==> src/rtl/run_ctrl.sv <==
// Run controller for the 5-phase one-hot phase generator: halts at instruction
// boundaries, checks the phase sequence, and keeps retired-instruction/cycle counters.
module run_ctrl #(
  parameter int unsigned CNT_W = 32
) (
  input  logic             clk,
  input  logic             n_rst,
  input  logic [4:0]       phase,
  input  logic             is_hlt,
  input  logic             halt_req,
  output logic             hlt,
  output logic             running,
  output logic             fault,
  output logic [1:0]       halt_cause,
  output logic [CNT_W-1:0] inst_cnt,
  output logic [CNT_W-1:0] cyc_cnt
);

  localparam logic [1:0] StIdle   = 2'd0;
  localparam logic [1:0] StRun    = 2'd1;
  localparam logic [1:0] StHalted = 2'd2;
  localparam logic [1:0] StFault  = 2'd3;

  localparam logic [4:0] PhNone = 5'b00000;
  localparam logic [4:0] PhF    = 5'b00001;
  localparam logic [4:0] PhW    = 5'b10000;

  localparam logic [1:0] CauseNone  = 2'b00;
  localparam logic [1:0] CauseHlt   = 2'b01;
  localparam logic [1:0] CauseReq   = 2'b10;
  localparam logic [1:0] CauseFault = 2'b11;

  localparam logic [CNT_W-1:0] CntOne = {{(CNT_W-1){1'b0}}, 1'b1};
  localparam logic [CNT_W-1:0] CntMax = {CNT_W{1'b1}};

  logic [1:0]       state_q, state_d;
  logic             pending_q, pending_d;
  logic [1:0]       cause_q, cause_d;
  logic [4:0]       prev_q;
  logic             halt_w_q, halt_w_d;
  logic [CNT_W-1:0] inst_q, inst_d;
  logic [CNT_W-1:0] cyc_q, cyc_d;

  logic [4:0] phase_exp;
  logic       hlt_hit;
  logic       halt_cond;
  logic       in_run;

  assign phase_exp = {prev_q[3:0], prev_q[4]};
  assign hlt_hit   = phase[2] & is_hlt;
  assign halt_cond = hlt_hit | halt_req;
  assign in_run    = (state_q == StRun);

  always_comb begin
    state_d = state_q;
    unique case (state_q)
      StIdle: begin
        if (phase == PhF) begin
          state_d = StRun;
        end else if (phase != PhNone) begin
          state_d = StFault;
        end
      end
      StRun: begin
        // Stopping right after the halting W is the only legal way out of RUN.
        if (phase == PhNone && halt_w_q) begin
          state_d = StHalted;
        end else if (phase == PhNone || phase != phase_exp) begin
          state_d = StFault;
        end
      end
      StHalted: begin
        if (phase != PhNone) begin
          state_d = StFault;
        end
      end
      StFault: state_d = StFault;
      default: state_d = StFault;
    endcase
  end

  always_comb begin
    pending_d = pending_q;
    cause_d   = cause_q;
    if (!pending_q && (state_q == StIdle || in_run) && halt_cond) begin
      pending_d = 1'b1;
      cause_d   = hlt_hit ? CauseHlt : CauseReq;
    end
  end

  always_comb begin
    inst_d = inst_q;
    cyc_d  = cyc_q;
    if (in_run) begin
      if (cyc_q != CntMax) begin
        cyc_d = cyc_q + CntOne;
      end
      if (phase == PhW && inst_q != CntMax) begin
        inst_d = inst_q + CntOne;
      end
    end
  end

  assign halt_w_d = in_run && pending_q && (phase == PhW);

  always_ff @(posedge clk or negedge n_rst) begin
    if (!n_rst) begin
      state_q   <= StIdle;
      pending_q <= 1'b0;
      cause_q   <= CauseNone;
      prev_q    <= PhNone;
      halt_w_q  <= 1'b0;
      inst_q    <= '0;
      cyc_q     <= '0;
    end else begin
      state_q   <= state_d;
      pending_q <= pending_d;
      cause_q   <= cause_d;
      prev_q    <= phase;
      halt_w_q  <= halt_w_d;
      inst_q    <= inst_d;
      cyc_q     <= cyc_d;
    end
  end

  assign hlt        = (pending_q && phase[4]) || (state_q == StHalted) || (state_q == StFault);
  assign running    = in_run;
  assign fault      = (state_q == StFault);
  assign halt_cause = (state_q == StFault) ? CauseFault : cause_q;
  assign inst_cnt   = inst_q;
  assign cyc_cnt    = cyc_q;

endmodule

==> config.mk <==
export PLATFORM = sky130hd
export DESIGN_NAME = run_ctrl
export DESIGN_NICKNAME = d
export VERILOG_FILES = /design/src/rtl/run_ctrl.sv
export SDC_FILE = /design/constraint.sdc
export NUM_CORES = 1
export LEC_CHECK = 0
export CORE_MARGIN = 8
export CORE_UTILIZATION = 35
export DETAILED_ROUTE_END_ITERATION = 8
export MAX_ROUTING_LAYER = met4
export SKIP_CTS_REPAIR_TIMING = 1
export SYNTH_ARGS = -nofsm -noshare
export SYNTH_HDL_FRONTEND = slang
export SYNTH_SLANG_ARGS = --single-unit
==> constraint.sdc <==
create_clock -name clk -period 1.8 [get_ports clk]
set_input_delay 0.27 -clock clk [delete_from_list [all_inputs] [get_ports clk]]
set_output_delay 0.27 -clock clk [all_outputs]
set_load 0.1 [all_outputs]
==> results.json <==
{
  "synth.most_common_cell": "dfrtp_1",
  "final-instance-count-excl-fill": 663,
  "area_growth_pct": 94.5,
  "ys_async_sr_fraction": 1.00,
  "synth_nets": 330,
  "grt-ovfl-total": 0,
  "cts_max_level": 3,
  "power_leakage_nw": 3.15,
  "synth_top_area_cell": "dfrtp_1",
  "core_um2": 10100,
  "arrival_ns": 2.20,
  "p_per_area_nw_per_um2": 492,
  "p_int_w": 0.00270,
  "synth_common_cells": "75 x dfrtp_1, 33 x xnor2_1, 31 x xor2_1, 23 x nor2_1",
  "r2r_start": "cyc_cnt[29]",
  "worst_pin_slew_ns": 0.454,
  "power_w": 0.00343,
  "ant_nets": 0,
  "synth_cells": 319,
  "p_sw_frac": 0.214,
  "synth-seq-area-share": 0.523,
  "port_buffers": 77,
  "p_seq_frac": 0.495,
  "start_kind": "register",
  "worst_hold_slack_ns": 0.412,
  "synth.top_cell.area_share": 0.523,
  "finClkSkew_ns": 0.0112,
  "clk_latency_ns": 0.35,
  "grt_pass1_vias": 3355,
  "dr.pass1.iters": 4,
  "period_share": 1.09,
  "rsz0062_at_grt": "true",
  "drt-initial-drc-count": 162,
  "die_w_um": 117,
  "synth_top_flop_cell": "dfrtp_1",
  "finalMaxSlewViolations": 0,
  "synth.avg_cell_area_um2": 11.2,
  "ys_ff_latch": 75,
  "vias_per_cell": 4.90,
  "maxCapViolCount": 0,
  "grt_max_degree": 44,
  "num_vias": 3251,
  "status": "finished with violations",
  "slew_headroom": 0.697,
  "drc_errors": 0,
  "finalSetupViolCount": 21,
  "holdCritPathClass": "in -> async",
  "netlist_area_um2": 3590,
  "failed_checks": "negative setup slack",
  "hpwl_mm": 7.52,
  "clk_pin_slew_ns": 0.09,
  "multiInputGateArea_um2": 2020,
  "layout-drive-gt1-share": 0.634,
  "irDropWorstVdd_v": 0.000309,
  "fin_crit_ns": 1.96,
  "start_util": 0.354,
  "cts_made_buffers": 9,
  "grt_pass1_wl_mm": 16.5,
  "insertedDiodeCount": 0,
  "switching_power_w": 0.000733,
  "place.detailed.instances": 628,
  "endpoint_kind": "register",
  "startpoint": "cyc_cnt[29]",
  "yosysWarnings": 0,
  "cts_sinks": 75,
  "routed_wirelength_mm": 10.4,
  "synthTopCellsByArea": "dfrtp_1 52%, xnor2_1 8.1%, xor2_1 7.6%",
  "cts_tree": "built",
  "root_buffer": "clkbuf_8",
  "fin_nets": 533,
  "rows": 37,
  "path_class": "reg -> reg",
  "register_area_um2": 2080,
  "dieArea_um2": 13700,
  "ys_types": 44,
  "p_clk_frac": 0.474,
  "critical_path_required_ns": 2.04,
  "final.fill_count": 726,
  "wl_per_cell_um": 15.7,
  "grt_usage": 0.158,
  "combPwrFrac": 0.031,
  "fmax_ghz": 0.510,
  "gp_congestion": 0.775,
  "layout_setup_ws_ns": -0.159,
  "die_y_um": 117,
  "synth_edf_count": 0,
  "finalHoldViolations": 0,
  "ios": 78,
  "clock_path_buffers": 2,
  "antenna_found_initial": 0,
  "critPathMaxFanout": 4
}
## power by group through the flow
stage / clock, W / combinational (W) / sequential (W)
CTS: 0.00166 / 0.000108 / 0.00170
global placement: 0 / 0.000105 / 0.00173
detailed placement: 0 / 0.000108 / 0.00173
finish: 0.00163 / 0.000108 / 0.00170
floorplan: 0 / 0.0000156 / 0.00174
global route: 0.00172 / 0.000119 / 0.00170
## layout by cell type, fill, tap and decap left out, types with 3 or more instances in the layout
master / synthesis / layout
nand3_1: 22 / 15
nand3_2: 0 / 5
bufinv_16: 0 / 3
dfrtp_2: 0 / 13
nor3_2: 2 / 3
nand2_4: 0 / 3
xor2_1: 31 / 31
xnor2_1: 33 / 30
a21oi_1: 4 / 3
nor3_4: 0 / 5
nor3b_1: 3 / 3
and3_1: 12 / 11
xnor2_2: 0 / 3
nor2_1: 23 / 15
buf_6: 1 / 9
nor3_1: 9 / 3
or4_4: 2 / 3
nand2_1: 22 / 17
buf_12: 0 / 71
nand4_1: 21 / 21
and4_1: 10 / 3
and4_4: 2 / 9
dfrtp_4: 0 / 51
clkbuf_8: 0 / 10
a31oi_1: 5 / 4
clkdlybuf4s50_1: 0 / 7
buf_4: 0 / 108
inv_1: 5 / 4
and2_1: 4 / 3
dfrtp_1: 75 / 11
nor2_4: 0 / 6
## final timing paths
kind,to,depth (start not counted),slack [ns]
worst max-delay path,cyc_cnt[26],5,-0.16
worst min-delay path,cyc_cnt[11],2,0.41
worst max register to register,cyc_cnt[26],5,-0.16
worst min register to register,cause_q[0],1,0.50
max in group asynchronous,inst_cnt[24],3,0.77
min in group clk,cause_q[0],1,0.50
## metrics by stage
stage | setup slack [ns] | instance area [um2] | TNS (ns) | utilization
floorplan | -0.363 | 3990 | -9.12 | -
global route | -0.222 | 6980 | -3.05 | 0.688
CTS | -0.203 | 6590 | -2.29 | 0.650
global placement | -0.292 | 6340 | -6.34 | 0.625
detailed placement | -0.301 | 6340 | -6.59 | 0.625
finish | -0.159 | 6980 | -1.47 | 0.688
## area by class of cell
class / instances / share of cell area
Clock buffer: 10 / 0.0197
Clock inverter: 6 / 0.0161
Inverter: 5 / 0.00323
Multi-Input combinational cell: 234 / 0.290
Sequential cell: 75 / 0.299
Tap cell: 136 / 0.0244
Timing Repair Buffer: 197 / 0.348
## state kept, by name, indices dropped and copies added, names as in the netlist
signal / cells
halt_w_q: 1
state_q: 2
cyc_cnt: 32
cause_q: 2
prev_q: 5
inst_cnt: 32
pending_q: 1
## worst max-delay path, cell delays in order, from the launching register on
cell and delay [ns]:
dfrtp_4 0.48, and4_4 0.20, and4_4 0.20, or4_4 0.55, nor3_4 0.20, xor2_1 0.22
## per-layer routing
| metal | GRT usage | vias to the layer above | share of wire |
|---|---|---|---|
| met2 | 0.268 | 73 | 0.51 |
| li1 | - | 1556 | - |
| met5 | - | - | 0 |
| met3 | 0.0236 | 12 | 0.035 |
| met1 | 0.186 | 1610 | 0.44 |
| met4 | 0.0580 | 0 | 0.013 |
## logic make-up (layout without fill, tap and decap cells)
| kind of cell | after synthesis | in the layout | synth area share |
|---|---|---|---|
| flops | 75 | 75 | 0.523 |
| buf+inv | 10 | 218 | 0.0136 |
| simple gates | 146 | 146 | 0.242 |
| fa+ha+maj | 2 | 2 | 0.00697 |
| mux | 2 | 2 | 0.00732 |
| compound gates | 20 | 20 | 0.0509 |
| xor+xnor | 64 | 64 | 0.156 |
No activity file was read; power rests on OpenSTA's default activity.
